--- src/rtl/inst_fetch.sv ---
// Instruction-fetch front end: imem req/gnt/rvalid master with bounded in-flight
// requests, an instruction buffer toward decode, and stale-response dropping on redirect.
module inst_fetch #(
    parameter logic [31:0] RESET_PC   = 32'h0000_0000,
    parameter int          MAX_OUTST  = 2,
    parameter int          IBUF_DEPTH = 2
) (
    input  logic        clk,
    input  logic        rst,
    input  logic        redirect,
    input  logic [31:0] redirect_pc,
    output logic        imem_req,
    output logic [31:0] imem_addr,
    input  logic        imem_gnt,
    input  logic        imem_rvalid,
    input  logic [31:0] imem_rdata,
    output logic        id_valid,
    input  logic        id_ready,
    output logic [31:0] id_instr,
    output logic [31:0] id_pc,
    output logic [31:0] id_pc_plus4
);

    localparam int IW = (IBUF_DEPTH > 1) ? $clog2(IBUF_DEPTH) : 1;
    localparam int PW = (MAX_OUTST > 1) ? $clog2(MAX_OUTST) : 1;
    localparam int OW = $clog2(MAX_OUTST + 1);
    localparam int CW = $clog2(IBUF_DEPTH + 1);
    localparam int SW = $clog2(MAX_OUTST + IBUF_DEPTH + 1) + 1;
    localparam logic [IW-1:0] IB_LAST = IW'(IBUF_DEPTH - 1);
    localparam logic [PW-1:0] PD_LAST = PW'(MAX_OUTST - 1);

    logic          started_q, started_d;
    logic [31:0]   fetch_pc_q, fetch_pc_d;
    logic [OW-1:0] outst_q, outst_d;
    logic [OW-1:0] drop_cnt_q, drop_cnt_d;
    logic [CW-1:0] buf_cnt_q, buf_cnt_d;
    logic [IW-1:0] ib_wr_q, ib_wr_d, ib_rd_q, ib_rd_d;
    logic [PW-1:0] pd_wr_q, pd_wr_d, pd_rd_q, pd_rd_d;

    logic [31:0]   ib_instr_q [IBUF_DEPTH];
    logic [31:0]   ib_pc_q    [IBUF_DEPTH];
    logic [31:0]   pd_pc_q    [MAX_OUTST];

    logic          grant, rsp_keep, rsp_drop, pop;
    logic [SW-1:0] occupancy;

    logic unused_redirect_lsbs;
    assign unused_redirect_lsbs = ^redirect_pc[1:0];

    function automatic logic [IW-1:0] ib_next(input logic [IW-1:0] p);
        return (p == IB_LAST) ? '0 : p + 1'b1;
    endfunction

    function automatic logic [PW-1:0] pd_next(input logic [PW-1:0] p);
        return (p == PD_LAST) ? '0 : p + 1'b1;
    endfunction

    assign id_valid = (buf_cnt_q != '0);
    assign pop      = id_valid && id_ready && !redirect;
    assign rsp_drop = imem_rvalid && (drop_cnt_q != '0);
    assign rsp_keep = imem_rvalid && (drop_cnt_q == '0) && !redirect;

    // Live requests (not doomed to be dropped) plus buffered words must fit the buffer;
    // a same-cycle pop frees a slot, and without a grant this sum never grows, so req holds.
    assign occupancy = SW'(outst_q) - SW'(drop_cnt_q) + SW'(buf_cnt_q) - SW'(pop);
    assign imem_req  = started_q && !redirect
                    && (occupancy < SW'(IBUF_DEPTH))
                    && (outst_q < OW'(MAX_OUTST));
    assign imem_addr = fetch_pc_q;
    assign grant     = imem_req && imem_gnt;

    assign id_instr    = ib_instr_q[ib_rd_q];
    assign id_pc       = ib_pc_q[ib_rd_q];
    assign id_pc_plus4 = id_pc + 32'd4;

    always_comb begin
        // NOTE: every _d gets a default first so no path leaves it unassigned (no latches).
        started_d  = 1'b1;
        fetch_pc_d = fetch_pc_q;
        outst_d    = outst_q + OW'(grant) - OW'(imem_rvalid);
        drop_cnt_d = drop_cnt_q;
        buf_cnt_d  = buf_cnt_q;
        ib_wr_d    = ib_wr_q;
        ib_rd_d    = ib_rd_q;
        pd_wr_d    = pd_wr_q;
        pd_rd_d    = pd_rd_q;

        if (redirect) begin
            // Everything still outstanding after this cycle belongs to the old path.
            fetch_pc_d = {redirect_pc[31:2], 2'b00};
            drop_cnt_d = outst_q - OW'(imem_rvalid);
            buf_cnt_d  = '0;
            ib_wr_d    = '0;
            ib_rd_d    = '0;
            pd_wr_d    = '0;
            pd_rd_d    = '0;
        end else begin
            if (grant) begin
                fetch_pc_d = fetch_pc_q + 32'd4;
                pd_wr_d    = pd_next(pd_wr_q);
            end
            if (rsp_drop) drop_cnt_d = drop_cnt_q - 1'b1;
            if (rsp_keep) begin
                pd_rd_d = pd_next(pd_rd_q);
                ib_wr_d = ib_next(ib_wr_q);
            end
            if (pop) ib_rd_d = ib_next(ib_rd_q);
            buf_cnt_d = buf_cnt_q + CW'(rsp_keep) - CW'(pop);
        end
    end

    always_ff @(posedge clk or posedge rst) begin
        if (rst) begin
            started_q  <= 1'b0;
            fetch_pc_q <= RESET_PC;
            outst_q    <= '0;
            drop_cnt_q <= '0;
            buf_cnt_q  <= '0;
            ib_wr_q    <= '0;
            ib_rd_q    <= '0;
            pd_wr_q    <= '0;
            pd_rd_q    <= '0;
        end else begin
            started_q  <= started_d;
            fetch_pc_q <= fetch_pc_d;
            outst_q    <= outst_d;
            drop_cnt_q <= drop_cnt_d;
            buf_cnt_q  <= buf_cnt_d;
            ib_wr_q    <= ib_wr_d;
            ib_rd_q    <= ib_rd_d;
            pd_wr_q    <= pd_wr_d;
            pd_rd_q    <= pd_rd_d;
        end
    end

    // NOTE: storage arrays are not reset; the counters and pointers alone define validity.
    always_ff @(posedge clk) begin
        if (rsp_keep) begin
            ib_instr_q[ib_wr_q] <= imem_rdata;
            ib_pc_q[ib_wr_q]    <= pd_pc_q[pd_rd_q];
        end
        if (grant) pd_pc_q[pd_wr_q] <= fetch_pc_q;
    end

endmodule

--- config.mk ---
export PLATFORM = sky130hd
export DESIGN_NAME = inst_fetch
export DESIGN_NICKNAME = d
export VERILOG_FILES = /design/src/rtl/inst_fetch.sv
export SDC_FILE = /design/constraint.sdc
export NUM_CORES = 1
export LEC_CHECK = 0
export CORE_UTILIZATION = 47
export DETAILED_ROUTE_END_ITERATION = 7
export PLACE_DENSITY = 0.77
export SLEW_MARGIN = 20
export SYNTH_ARGS = -nofsm -noshare
export SYNTH_HDL_FRONTEND = slang
export SYNTH_SLANG_ARGS = --single-unit
--- constraint.sdc ---
create_clock -name clk -period 6.2 [get_ports clk]
set_input_delay 0.93 -clock clk [delete_from_list [all_inputs] [get_ports clk]]
set_output_delay 0.93 -clock clk [all_outputs]
set_load 0.05 [all_outputs]
==> results of run 1 <==
## layout make-up
class,count,area [um^2],area share (%)
Sequential cell,225,6560,50.5
Multi-Input combinational cell,423,3280,25.3
Timing Repair Buffer,201,1980,15.3
Clock buffer,29,641,4.93
Tap cell,275,344,2.65
Inverter,30,113,0.867
Clock inverter,15,72.6,0.559
## sequential cells by signal, indices dropped and copies added, names as in the netlist
register and count:
pd_pc_q 60, ib_pc_q 60, drop_cnt_q 2, buf_cnt_q 2
pd_rd_q 1, ib_rd_q 1, pd_wr_q 1, outst_q 2
ib_wr_q 1, imem_addr 30, ib_instr_q 64, started_q 1
## logic make-up (layout without fill, tap and decap cells)
| kind of cell | count (synthesis) | count (layout) | synth area share (%) |
|---|---|---|---|
| xor+xnor | 51 | 51 | 4.50 |
| mux | 94 | 94 | 10.3 |
| buf+inv | 62 | 275 | 2.99 |
| fa+ha+maj | 13 | 13 | 1.76 |
| simple gates | 203 | 203 | 11.6 |
| compound gates | 55 | 55 | 3.93 |
| other cells | 2 | 7 | 0.0744 |
| flops | 225 | 225 | 64.9 |
## worst max-delay path by stage
stage          slack, ns          endpoint  depth (start not counted)      from
5_1_grt             0.79   id_pc_plus4[22]                          9   ib_rd_q
4_1_cts             0.98   id_pc_plus4[22]                          9   ib_rd_q
2_1_floorplan       0.04  ib_instr_q[0][0]                          3  redirect
3_5_place_dp        1.26          imem_req                         10  id_ready
6_report            1.03   id_pc_plus4[22]                          9   ib_rd_q
3_3_place_gp        1.34          imem_req                         10  id_ready
## cells in the final DEF (no fill, tap or decap), types with 9 or more instances in the layout
cell type | synthesis | final
sky130_fd_sc_hd__clkdlybuf4s50_1 | 0 | 190
sky130_fd_sc_hd__edfxtp_1 | 184 | 184
sky130_fd_sc_hd__mux2_2 | 79 | 79
sky130_fd_sc_hd__nand2_1 | 48 | 48
sky130_fd_sc_hd__dfrtp_1 | 41 | 40
sky130_fd_sc_hd__inv_1 | 30 | 29
sky130_fd_sc_hd__nand3_1 | 28 | 28
sky130_fd_sc_hd__xnor2_1 | 25 | 25
sky130_fd_sc_hd__xor2_1 | 25 | 25
sky130_fd_sc_hd__clkbuf_16 | 0 | 25
sky130_fd_sc_hd__nor2_1 | 25 | 23
sky130_fd_sc_hd__nand4_1 | 23 | 23
sky130_fd_sc_hd__o21ai_0 | 19 | 19
sky130_fd_sc_hd__mux2i_1 | 15 | 15
sky130_fd_sc_hd__nor2b_1 | 14 | 14
sky130_fd_sc_hd__ha_1 | 11 | 11
sky130_fd_sc_hd__nor3_1 | 11 | 10
sky130_fd_sc_hd__clkinv_1 | 0 | 10
sky130_fd_sc_hd__buf_4 | 6 | 10
sky130_fd_sc_hd__a22oi_1 | 9 | 9
## routing by layer
layer	up-vias	GRT usage, %
met5	-	0
met4	0	4.23
met3	18	3.07
met2	156	30.2
met1	3028	24.0
li1	3029	-
## worst register-to-register path: cells and delay by family (launching register included)
family          cells  cell delay [ns]
fa+ha+maj           6             2.03
simple gates        2             0.48
flops               1             0.37
buf+inv             5             0.46
compound gates      1             0.23
xor+xnor            2             0.25
## power groups by stage
stage	clock (W)	combinational (W)	sequential, W
global route	0.00137	0.00153	0.00188
global placement	0	0.00142	0.00189
floorplan	0	0.000978	0.00193
finish	0.00128	0.00144	0.00186
CTS	0.00130	0.00145	0.00186
detailed placement	0	0.00144	0.00189
## per-stage QoR
step	instance area [um^2]	hold WS [ns]	setup WS, ns
floorplan	10100	0.478	0.0378
global placement	12300	0.493	1.34
detailed placement	12300	0.494	1.26
CTS	13000	0.507	0.976
global route	13000	0.545	0.787
finish	13000	0.502	1.03
==> insert_results.sql, run 1 <==
INSERT INTO impl_metrics (metric_group, metric, value, unit) VALUES
('status', 'run_status', 'complete, no violations', ''),
('logic_synthesis', 'synth.largest_area_cell', 'sky130_fd_sc_hd__edfxtp_1', ''),
('setup_path', 'critPathMaxStageDelay', '0.88', 'ns'),
('power', 'total_leakage_power', '4.57', 'nW'),
('sta', 'timing_worst_slew_pin_value', '0.854', 'ns'),
('setup_path', 'worstPathCellList', 'mux2i_1 > inv_1 > ha_1 > nand4_1 > a21o_1 > or4_4 > or3_4 > xnor2_2 > clkdlybuf4s50_1', ''),
('logic_synthesis', 'yosysMostFrequentCell', 'sky130_fd_sc_hd__edfxtp_1', ''),
('logic_synthesis', 'synth.top_cell.area_share', '54.7', '%'),
('route', 'drt-pass1-iter-count', '4', ''),
('finish', 'finalNonFillerCells', '1198', ''),
('floorplanning', 'design.core.area', '21000', 'um^2'),
('sta', 'unrepaired_setup_endpoints_after_global_routing', 'no', ''),
('sta', 'slew-limit-headroom', '43.0', '%'),
('sta', 'fin_crit', '5.17', 'ns'),
('global_routing', 'gr-total-overflow', '0', ''),
('placed_design', 'placement.io_buffers', '191', ''),
('min_path', 'hold_path.startpoint', 'outst_q[0]', ''),
('route', 'final_routed_wirelength_across_all_metal_layers', '19700', 'um'),
('cts', 'clockBufferDepth', '3', ''),
('global_routing', 'first_global_vias', '6080', ''),
('floorplanning', 'height_of_the_die', '149', 'um'),
('cts', 'htreeDepth', '1', ''),
('finish', 'utilization', '61.8', '%'),
('cts', 'number_of_cts_inserted_buffers', '24', ''),
('setup_path', 'worst-r2r-cell-count', '16', ''),
('flow_run', 'max_cap_violations', '0', ''),
('placed_design', 'gpl.final_weighted_congestion', '0.790', ''),
('logic_synthesis', 'ys.flop_type', 'sky130_fd_sc_hd__edfxtp_1', ''),
('logic_synthesis', 'syn-cell-area', '10100', 'um^2'),
('sta', 'tns_setup', '0', 'ns'),
('route', 'drt_first_iter_violations', '324', ''),
('logic_synthesis', 'synth_sequential_area_ratio', '64.9', '%'),
('route', 'dr_wl_met3', '1090', 'um'),
('power', 'switchingPower', '0.00155', 'W'),
('finish', 'finalNetCount', '988', ''),
('route', 'ratio_of_routed_vias_to_standard_cells', '5.20', ''),
('global_routing', 'first_pass_grt_wire_length', '31200', 'um'),
('sta', 'finalHoldViolations', '0', ''),
('logic_synthesis', 'yosysWarnings', '0', ''),
('sta', 'final.setup_skew', '0.00664', 'ns'),
('setup_path', 'cp_data_arrival_time', '4.24', 'ns'),
('route', 'maxUsedRoutingLayer', 'met4', ''),
('power', 'intPower', '0.00303', 'W'),
('floorplanning', 'die_area', '22100', 'um^2'),
('cts', 'cts_num_sinks', '225', ''),
('sta', 'achievable-frequency', '0.194', 'GHz'),
('min_path', 'hold-path-cell-count', '1', ''),
('setup_path', 'r2r_start', 'outst_q[0]', ''),
('power', 'power_switching_share', '33.8', '%'),
('floorplanning', 'pin_count', '200', ''),
('sta', 'setup_viol', '0', ''),
('setup_path', 'timing.critical_path.max_delay_family', 'simple AND/OR/NAND/NOR gates', ''),
('power', 'power_per_cell_area', '352', 'nW/um^2'),
('power', 'finalPower', '0.00457', 'W'),
('placed_design', 'dpl.hpwl', '13300', 'um'),
('logic_synthesis', 'synth.lib_cells_used.distinct', '61', ''),
('setup_path', 'crit_path_end_kind', 'output pin', ''),
('logic_synthesis', 'synth_enable_flop_cells', '184', ''),
('setup_path', 'r2r_end', 'outst_q[1]', ''),
('logic_synthesis', 'ys_top_cells_by_count', 'sky130_fd_sc_hd__edfxtp_1, sky130_fd_sc_hd__mux2_2, sky130_fd_sc_hd__nand2_1', ''),
('logic_synthesis', 'yosys-top-cells-area', 'sky130_fd_sc_hd__edfxtp_1, sky130_fd_sc_hd__dfrtp_1, sky130_fd_sc_hd__mux2_2, sky130_fd_sc_hd__xnor2_1, sky130_fd_sc_hd__xor2_1', ''),
('setup_path', 'crit_path_start_kind', 'flip-flop', ''),
('logic_synthesis', 'yosys_register_bits', '225', ''),
('setup_path', 'setup.worst_path.class', 'flip-flop to output pin', ''),
('placed_design', 'dp.cells', '1154', ''),
('sta', 'drv_slew', '0', ''),
('finish', 'final.fill_count', '1562', ''),
('sta', 'min_period_over_period', '83.3', '%'),
('min_path', 'hold_critical_path_endpoint', 'outst_q[0]', ''),
('logic_synthesis', 'synthArstFlopShare', '18.2', '%'),
('route', 'drt_drc_violations_left', '0', '');
Power figures use the tool's default switching activity.
==> run 2: changes to the inputs <==
--- a/config.mk
+++ b/config.mk
@@ -5,9 +5,9 @@
 export SDC_FILE = /design/constraint.sdc
 export NUM_CORES = 1
 export LEC_CHECK = 0
-export CORE_UTILIZATION = 47
+export CORE_UTILIZATION = 48
 export DETAILED_ROUTE_END_ITERATION = 7
-export PLACE_DENSITY = 0.77
+export PLACE_DENSITY = 0.75
 export SLEW_MARGIN = 20
 export SYNTH_ARGS = -nofsm -noshare
 export SYNTH_HDL_FRONTEND = slang
==> constraint.sdc (replaced) <==
create_clock -name clk -period 5 [get_ports clk]
set_input_delay 0.75 -clock clk [delete_from_list [all_inputs] [get_ports clk]]
set_output_delay 0.75 -clock clk [all_outputs]
set_load 0.05 [all_outputs]
==> run 2 against run 1 <==
Global-route usage is 0.89 points higher. Wire length is 1.3% higher. Core utilization is 2.1 points higher. Register-to-register slack worse by 1.2 ns.
==> insert_results.sql, run 2 (same netlist as run 1, synthesis figures left out) <==
INSERT INTO impl_metrics (metric_group, metric, value, unit) VALUES
('status', 'run_status', 'complete, no violations', ''),
('setup_path', 'r2r_start', 'outst_q[0]', ''),
('floorplanning', 'placementRows', '52', ''),
('floorplanning', 'pin_count', '200', ''),
('route', 'routed-via-count', '6239', ''),
('setup_path', 'crit_path_start_kind', 'flip-flop', ''),
('cts', 'cts_root_buffer', 'sky130_fd_sc_hd__clkbuf_16', ''),
('setup_path', 'setup.worst_path.class', 'flip-flop to output pin', ''),
('finish', 'largest_register_ff_count', '64', ''),
('sta', 'min_period_over_period', '91.1', '%'),
('route', 'routedWlPerCell', '16.8', 'um'),
('flow_run', 'max_cap_violations', '0', ''),
('setup_path', 'worstPathCellList', 'mux2_2 > ha_1 > nand4_1 > a21o_1 > or4_4 > or3_4 > xnor2_2 > clkdlybuf4s50_1', ''),
('setup_path', 'cp_max_fo', '10', ''),
('floorplanning', 'initial_utilization', '49.4', '%'),
('power', 'irDropWorstVdd', '306', 'uV'),
('setup_path', 'critical_path.slowest_cell', 'sky130_fd_sc_hd__clkdlybuf4s50_1', ''),
('route', 'ratio_of_routed_vias_to_standard_cells', '5.23', ''),
('finish', 'area_growth_syn_to_layout', '29.4', '%'),
('power', 'share_seq_of_total_power', '39.7', '%'),
('sta', 'setup_ws', '0.445', 'ns'),
('setup_path', 'worst-path-buf-inv', '1', ''),
('setup_path', 'required_time_of_the_critical_path', '4.25', 'ns'),
('finish', 'final_cell_mix', 'sky130_fd_sc_hd__clkdlybuf4s50_1, sky130_fd_sc_hd__edfxtp_1, sky130_fd_sc_hd__mux2_2', ''),
('sta', 'fin_crit', '4.56', 'ns'),
('power', 'intPower', '0.00387', 'W'),
('floorplanning', 'design.core.area', '20400', 'um^2'),
('power', 'comb_power_share', '30.7', '%'),
('power', 'power_switching_share', '33.1', '%'),
('route', 'drt_drc_violations_left', '0', ''),
('cts', 'cts_num_sinks', '225', ''),
('setup_path', 'timing.critical_path.max_delay_family', 'simple AND/OR/NAND/NOR gates', ''),
('setup_path', 'critPathMaxStageDelay', '0.82', 'ns'),
('sta', 'setup_viol', '0', ''),
('setup_path', 'rrSetupSlack', '1.05', 'ns'),
('floorplanning', 'height_of_the_die', '147', 'um'),
('power', 'total_leakage_power', '4.59', 'nW'),
('cts', 'cts_tree', 'yes', ''),
('route', 'final_antenna_net_count', '0', ''),
('global_routing', 'grt_start_max_net_pins', '87', ''),
('finish', 'commonest_non_fill_non_tap_cell_in_the_layout', 'sky130_fd_sc_hd__clkdlybuf4s50_1', ''),
('global_routing', 'first_pass_grt_wire_length', '32400', 'um'),
('sta', 'drv_slew', '0', ''),
('route', 'final_routed_wirelength_across_all_metal_layers', '20000', 'um'),
('finish', 'finalNetCount', '987', ''),
('setup_path', 'crit_path_end_kind', 'output pin', ''),
('finish', 'final.fill_count', '1535', ''),
('sta', 'achievable-frequency', '0.220', 'GHz'),
('placed_design', 'dpl.hpwl', '13500', 'um'),
('cts', 'clk_transition_reported_paths', '0.06', 'ns'),
('sta', 'unrepaired_setup_endpoints_after_global_routing', 'no', ''),
('route', 'drt_first_iter_violations', '292', ''),
('placed_design', 'gpl.final_weighted_congestion', '0.768', ''),
('cts', 'post-cts-setup-buffers', '0', ''),
('power', 'power.clock.fraction', '29.6', '%'),
('sta', 'final.setup_skew', '0.0142', 'ns'),
('finish', 'final_layout_size_suffix_gt1_share', '15.7', '%'),
('global_routing', 'gr-total-overflow', '0', ''),
('sta', 'timing_worst_slew_pin_value', '0.852', 'ns'),
('placed_design', 'placement.io_buffers', '191', ''),
('finish', 'num_antenna_cells', '0', ''),
('cts', 'clockBufferDepth', '3', ''),
('global_routing', 'initial_antenna_violation_count', '0', ''),
('finish', 'reg.largest.list', 'ib_instr_q x64, ib_pc_q x60, pd_pc_q x60', ''),
('floorplanning', 'die_w', '147', 'um'),
('power', 'power_per_cell_area', '443', 'nW/um^2'),
('setup_path', 'cp_data_arrival_time', '3.81', 'ns'),
('floorplanning', 'die_area', '21600', 'um^2'),
('sta', 'finalHoldViolations', '0', ''),
('finish', 'top_register', 'ib_instr_q', ''),
('setup_path', 'setup.worst_path.start', 'ib_rd_q', ''),
('min_path', 'hp-class', 'flip-flop to flip-flop', ''),
('cts', 'htreeDepth', '1', ''),
('cts', 'post_cts.resized_instances', '0', ''),
('global_routing', 'first_global_vias', '6214', ''),
('power', 'switchingPower', '0.00191', 'W'),
('placed_design', 'dpl_worst_slack', '0.942', 'ns'),
('sta', 'tns_setup', '0', 'ns'),
('min_path', 'hold_path.startpoint', 'outst_q[0]', ''),
('route', 'drt-pass1-iter-count', '4', ''),
('sta', 'slew-limit-headroom', '43.2', '%'),
('global_routing', 'grt_util_all_layers', '18.7', '%'),
('cts', 'clock_insertion_delay_worst_skew', '0.50', 'ns'),
('cts', 'number_of_cts_inserted_buffers', '24', ''),
('cts', 'holdBufCountCts', '0', '');
[run 2: cell count changes in the layout (fill, tap and decap cells not counted), sizes merged]
cell | previous run | this run
bufinv | 0 | 2
clkinv | 14 | 8
clkbuf | 29 | 34
clkdlybuf4s50 | 190 | 189
inv | 30 | 29
[run 2: power by group through the flow]
stage | logic, W | registers (W) | clock network, W
floorplan | 0.00121 | 0.00239 | 0
global placement | 0.00175 | 0.00233 | 0
detailed placement | 0.00179 | 0.00234 | 0
CTS | 0.00179 | 0.00230 | 0.00175
global route | 0.00192 | 0.00232 | 0.00183
finish | 0.00178 | 0.00230 | 0.00171
[run 2: routing by layer]
layer / global-route usage, % / part of all wire (%)
met3: 3.91 / 7.5
met5: 0 / 0
met2: 30.5 / 46
met4: 4.23 / 1.3
met1: 26.1 / 45
[run 2: per-stage QoR]
step           total power, W  hold WS (ns)  std cells  instance area, um^2  utilization, %
2_1_floorplan         0.00360         0.478        710                10100               -
3_3_place_gp          0.00408         0.493       1148                12300            60.1
3_5_place_dp          0.00412         0.497       1148                12300            60.1
4_1_cts               0.00584         0.510       1192                13100            63.9
5_1_grt               0.00607         0.527       1192                13100            63.9
6_report              0.00578         0.510       1192                13100            63.9
[run 2: cell type report]
class	count	area (um^2)	area share, %
clock inverter	10	96.3	0.738
clock buffer	34	679	5.20
sequential	225	6560	50.2
inverter	30	113	0.862
tap	270	338	2.59
multi-input combinational	423	3290	25.2
timing repair buffer	200	1980	15.2
[run 2: worst paths after layout]
kind                                   endpoint  cells past startpoint
worst max-delay path            id_pc_plus4[22]                      8
worst min-delay path                 outst_q[0]                      1
worst max register to register       outst_q[1]                     15
worst min register to register       outst_q[0]                      1
max in group asynchronous               ib_rd_q                      3
min in group asynchronous          imem_addr[9]                      3
==> run 3: changes to the inputs <==
--- a/config.mk
+++ b/config.mk
@@ -5,9 +5,11 @@
 export SDC_FILE = /design/constraint.sdc
 export NUM_CORES = 1
 export LEC_CHECK = 0
+export ABC_AREA = 1
+export CORE_MARGIN = 2
 export CORE_UTILIZATION = 48
 export DETAILED_ROUTE_END_ITERATION = 7
-export PLACE_DENSITY = 0.75
+export PLACE_DENSITY = 0.74
 export SLEW_MARGIN = 20
 export SYNTH_ARGS = -nofsm -noshare
 export SYNTH_HDL_FRONTEND = slang
==> run 3 against run 2 <==
Synthesized cell count increased by 55%. Highest routed layer unchanged. Global-route usage rose by 1.9 points. First-iteration DRC count is 81% higher. Setup slack improved by 0.11 ns. Critical path depth is 4 higher. Largest power group is now combinational cells. Maximum frequency up 2.5%. Flip-flop and latch count stayed put. Core utilization down 1.5 points. Register-to-register slack better by 0.23 ns. Cell count grew 33%. Via count grew 27%. Largest cell class unchanged. Wire length grew 22%.
==> insert_results.sql, run 3 <==
INSERT INTO impl_metrics (metric_group, metric, value, unit) VALUES
('finish', 'area_growth_syn_to_layout', '27.4', '%'),
('global_routing', 'first_pass_grt_wire_length', '39800', 'um'),
('min_path', 'hp-class', 'flip-flop to flip-flop', ''),
('setup_path', 'crit_path_start_kind', 'flip-flop', ''),
('sta', 'tns_setup', '0', 'ns'),
('finish', 'reg.largest.list', 'ib_instr_q x64, ib_pc_q x60, pd_pc_q x60', ''),
('floorplanning', 'die_w', '153', 'um'),
('finish', 'final_layout_size_suffix_gt1_share', '8.23', '%'),
('placed_design', 'gpl.final_weighted_congestion', '0.912', ''),
('setup_path', 'critical_path.slowest_cell', 'sky130_fd_sc_hd__clkdlybuf4s50_1', ''),
('sta', 'timing_worst_slew_pin_value', '0.850', 'ns'),
('setup_path', 'critPathMaxStageDelay', '0.81', 'ns'),
('setup_path', 'r2r_start', 'outst_q[0]', ''),
('route', 'drt-pass1-iter-count', '5', ''),
('global_routing', 'grt_util_all_layers', '20.7', '%'),
('logic_synthesis', 'netlist_instances', '1091', ''),
('finish', 'largest_register_ff_count', '64', ''),
('power', 'irDropWorstVdd', '320', 'uV'),
('logic_synthesis', 'synth_sequential_area_ratio', '61.1', '%'),
('floorplanning', 'initial_utilization', '49.0', '%'),
('setup_path', 'crit_path_end_kind', 'output pin', ''),
('finish', 'utilization', '62.4', '%'),
('setup_path', 'setup.worst_path.class', 'flip-flop to output pin', ''),
('route', 'final_antenna_net_count', '0', ''),
('setup_path', 'cp_max_fo', '40', ''),
('sta', 'min_period_over_period', '88.9', '%'),
('power', 'share_seq_of_total_power', '35.8', '%'),
('floorplanning', 'placementRows', '54', ''),
('setup_path', 'rrSetupSlack', '1.28', 'ns'),
('logic_synthesis', 'syn_avg_cell_area', '9.83', 'um^2'),
('cts', 'cts_num_sinks', '225', ''),
('route', 'routedWlPerCell', '15.4', 'um'),
('sta', 'unrepaired_setup_endpoints_after_global_routing', 'no', ''),
('flow_run', 'max_cap_violations', '0', ''),
('sta', 'setup_viol', '0', ''),
('sta', 'drv_slew', '0', ''),
('setup_path', 'required_time_of_the_critical_path', '4.25', 'ns'),
('route', 'final_routed_wirelength_across_all_metal_layers', '24300', 'um'),
('finish', 'finalNetCount', '1367', ''),
('logic_synthesis', 'synth.largest_area_cell', 'sky130_fd_sc_hd__edfxtp_1', ''),
('power', 'power.clock.fraction', '24.1', '%'),
('route', 'ratio_of_routed_vias_to_standard_cells', '5.01', ''),
('placed_design', 'placement.io_buffers', '191', ''),
('cts', 'holdBufCountCts', '0', ''),
('global_routing', 'first_global_vias', '7989', ''),
('cts', 'clk_transition_reported_paths', '0.06', 'ns'),
('setup_path', 'setup.worst_path.start', 'ib_rd_q', ''),
('finish', 'num_antenna_cells', '0', ''),
('setup_path', 'critical_path.endpoint', 'id_pc_plus4[27]', ''),
('logic_synthesis', 'synth.top_cell.area_share', '51.5', '%'),
('power', 'total_leakage_power', '5.47', 'nW'),
('sta', 'whs', '0.510', 'ns'),
('sta', 'achievable-frequency', '0.225', 'GHz'),
('setup_path', 'worst-path-buf-inv', '4', ''),
('setup_path', 'r2r_end', 'imem_addr[31]', ''),
('sta', 'slew-limit-headroom', '43.3', '%'),
('logic_synthesis', 'yosys_register_bits', '225', ''),
('cts', 'post_cts.resized_instances', '0', ''),
('power', 'power_switching_share', '39.4', '%'),
('cts', 'cts_root_buffer', 'sky130_fd_sc_hd__clkbuf_16', ''),
('power', 'comb_power_share', '40.1', '%'),
('logic_synthesis', 'synthArstFlopShare', '18.2', '%'),
('sta', 'fin_crit', '4.44', 'ns'),
('logic_synthesis', 'yosys-top-cells-area', 'sky130_fd_sc_hd__edfxtp_1, sky130_fd_sc_hd__nand2_1, sky130_fd_sc_hd__dfrtp_1, sky130_fd_sc_hd__nor2_1, sky130_fd_sc_hd__mux2_2', ''),
('finish', 'final_cell_mix', 'sky130_fd_sc_hd__nand2_1, sky130_fd_sc_hd__clkdlybuf4s50_1, sky130_fd_sc_hd__edfxtp_1', ''),
('setup_path', 'crit_top_cell', 'sky130_fd_sc_hd__nand2_1', ''),
('power', 'power_per_cell_area', '503', 'nW/um^2'),
('status', 'run_status', 'complete, no violations', ''),
('finish', 'commonest_non_fill_non_tap_cell_in_the_layout', 'sky130_fd_sc_hd__nand2_1', ''),
('cts', 'number_of_cts_inserted_buffers', '23', ''),
('sta', 'final.setup_skew', '0.00806', 'ns'),
('logic_synthesis', 'yosysWarnings', '0', ''),
('global_routing', 'gr-total-overflow', '0', ''),
('route', 'routed-via-count', '7920', ''),
('logic_synthesis', 'ys.flop_type', 'sky130_fd_sc_hd__edfxtp_1', ''),
('route', 'drt_first_iter_violations', '528', ''),
('placed_design', 'dpl.hpwl', '17000', 'um'),
('logic_synthesis', 'synth.lib_cells_used.distinct', '36', ''),
('finish', 'finalNonFillerCells', '1580', ''),
('cts', 'clockBufferDepth', '3', ''),
('setup_path', 'worstPathCellList', 'inv_4 > buf_4 > nand2_1 > nand2_1 > nand2_1 > inv_1 > nand3_1 > nor2_1 > and2_1 > nand3_1 > nand2_1 > clkdlybuf4s50_1', ''),
('power', 'intPower', '0.00416', 'W'),
('floorplanning', 'die_area', '23600', 'um^2'),
('logic_synthesis', 'synth_enable_flop_cells', '184', ''),
('route', 'drt_drc_violations_left', '0', ''),
('cts', 'clock_insertion_delay_worst_skew', '0.49', 'ns'),
('placed_design', 'dp.cells', '1539', ''),
('setup_path', 'cp_data_arrival_time', '3.69', 'ns'),
('sta', 'finalHoldViolations', '0', ''),
('cts', 'htreeDepth', '1', ''),
('logic_synthesis', 'ys_top_cells_by_count', 'sky130_fd_sc_hd__nand2_1, sky130_fd_sc_hd__edfxtp_1, sky130_fd_sc_hd__nor2_1', ''),
('floorplanning', 'pin_count', '200', ''),
('logic_synthesis', 'syn-cell-area', '10700', 'um^2'),
('power', 'switchingPower', '0.00270', 'W'),
('cts', 'cts_tree', 'yes', ''),
('setup_path', 'worst-r2r-cell-count', '15', ''),
('setup_path', 'timing.critical_path.max_delay_family', 'buffers and inverters', ''),
('finish', 'final.fill_count', '1771', ''),
('floorplanning', 'height_of_the_die', '153', 'um'),
('cts', 'post-cts-setup-buffers', '0', ''),
('floorplanning', 'design.core.area', '21900', 'um^2'),
('setup_path', 'critical_path_depth', '12', ''),
('logic_synthesis', 'yosysMostFrequentCell', 'sky130_fd_sc_hd__nand2_1', ''),
('finish', 'top_register', 'ib_instr_q', ''),
('global_routing', 'initial_antenna_violation_count', '0', ''),
('global_routing', 'grt_start_max_net_pins', '63', '');
[run 3: worst min-delay path by stage]
stage / from / endpoint / cells past startpoint
after detailed placement: outst_q[0] / outst_q[0] / 1
after global placement: pd_rd_q / pd_rd_q / 1
after CTS: outst_q[0] / outst_q[0] / 1
after floorplan: outst_q[0] / outst_q[0] / 1
final: outst_q[0] / outst_q[0] / 1
after global routing: outst_q[0] / outst_q[0] / 1
[run 3: area by class of cell]
cell class | instances | area (um^2) | share of cell area (%)
sequential | 225 | 6550 | 48.0
clock inverter | 12 | 135 | 0.989
tap | 280 | 350 | 2.57
inverter | 83 | 314 | 2.30
multi-input combinational | 748 | 3700 | 27.1
clock buffer | 29 | 598 | 4.38
timing repair buffer | 203 | 2010 | 14.7
[run 3: worst reg2reg max path, cell delays in order, from the launching register on]
cell and delay [ns]:
sky130_fd_sc_hd__dfrtp_1 0.38, sky130_fd_sc_hd__inv_1 0.08, sky130_fd_sc_hd__ha_1 0.15, sky130_fd_sc_hd__inv_1 0.05
sky130_fd_sc_hd__fa_1 0.48, sky130_fd_sc_hd__inv_1 0.05, sky130_fd_sc_hd__ha_1 0.30, sky130_fd_sc_hd__fa_1 0.55
sky130_fd_sc_hd__nand2_1 0.06, sky130_fd_sc_hd__nor4_1 0.26, sky130_fd_sc_hd__nand3_1 0.31, sky130_fd_sc_hd__buf_4 0.36
sky130_fd_sc_hd__nand2_1 0.11, sky130_fd_sc_hd__buf_4 0.32, sky130_fd_sc_hd__nand2_1 0.12, sky130_fd_sc_hd__nand2_1 0.08
[run 3: power groups by stage]
stage	clock, W	combinational, W	sequential, W
after floorplan	0	0.00177	0.00260
after detailed placement	0	0.00276	0.00249
after CTS	0.00169	0.00277	0.00246
after global placement	0	0.00272	0.00248
final	0.00166	0.00275	0.00246
after global routing	0.00177	0.00296	0.00248
[run 3: kinds of logic (layout without fill, tap and decap cells)]
| logic type | Yosys count | count (layout) | synth area share [%] |
|---|---|---|---|
| other | 2 | 7 | 0.0700 |
| and+or+nand+nor | 607 | 607 | 23.2 |
| AOI/OAI and AO/OA | 54 | 54 | 3.03 |
| buffers and inverters | 123 | 327 | 4.80 |
| muxes | 30 | 30 | 3.15 |
| xor gates and xnor gates | 37 | 37 | 3.02 |
| adders and majority gates | 13 | 13 | 1.66 |
| DFF | 225 | 225 | 61.1 |
[run 3: routing by layer]
metal  GRT usage (%)  vias up  part of all wire, %
met5               0        -                    0
met1            28.5     3678                   44
li1                -     3962                    -
met2            34.7      251                   48
met3            3.12       29                  6.0
met4            5.11        0                  1.6
[run 3: through the flow]
| step | power (W) | cell area [um^2] | setup slack (ns) |
|---|---|---|---|
| 2_1_floorplan | 0.00437 | 10700 | 0.472 |
| 3_3_place_gp | 0.00521 | 12900 | 1.03 |
| 3_5_place_dp | 0.00525 | 12900 | 1.03 |
| 4_1_cts | 0.00692 | 13700 | 0.498 |
| 5_1_grt | 0.00721 | 13700 | 0.221 |
| 6_report | 0.00687 | 13700 | 0.557 |
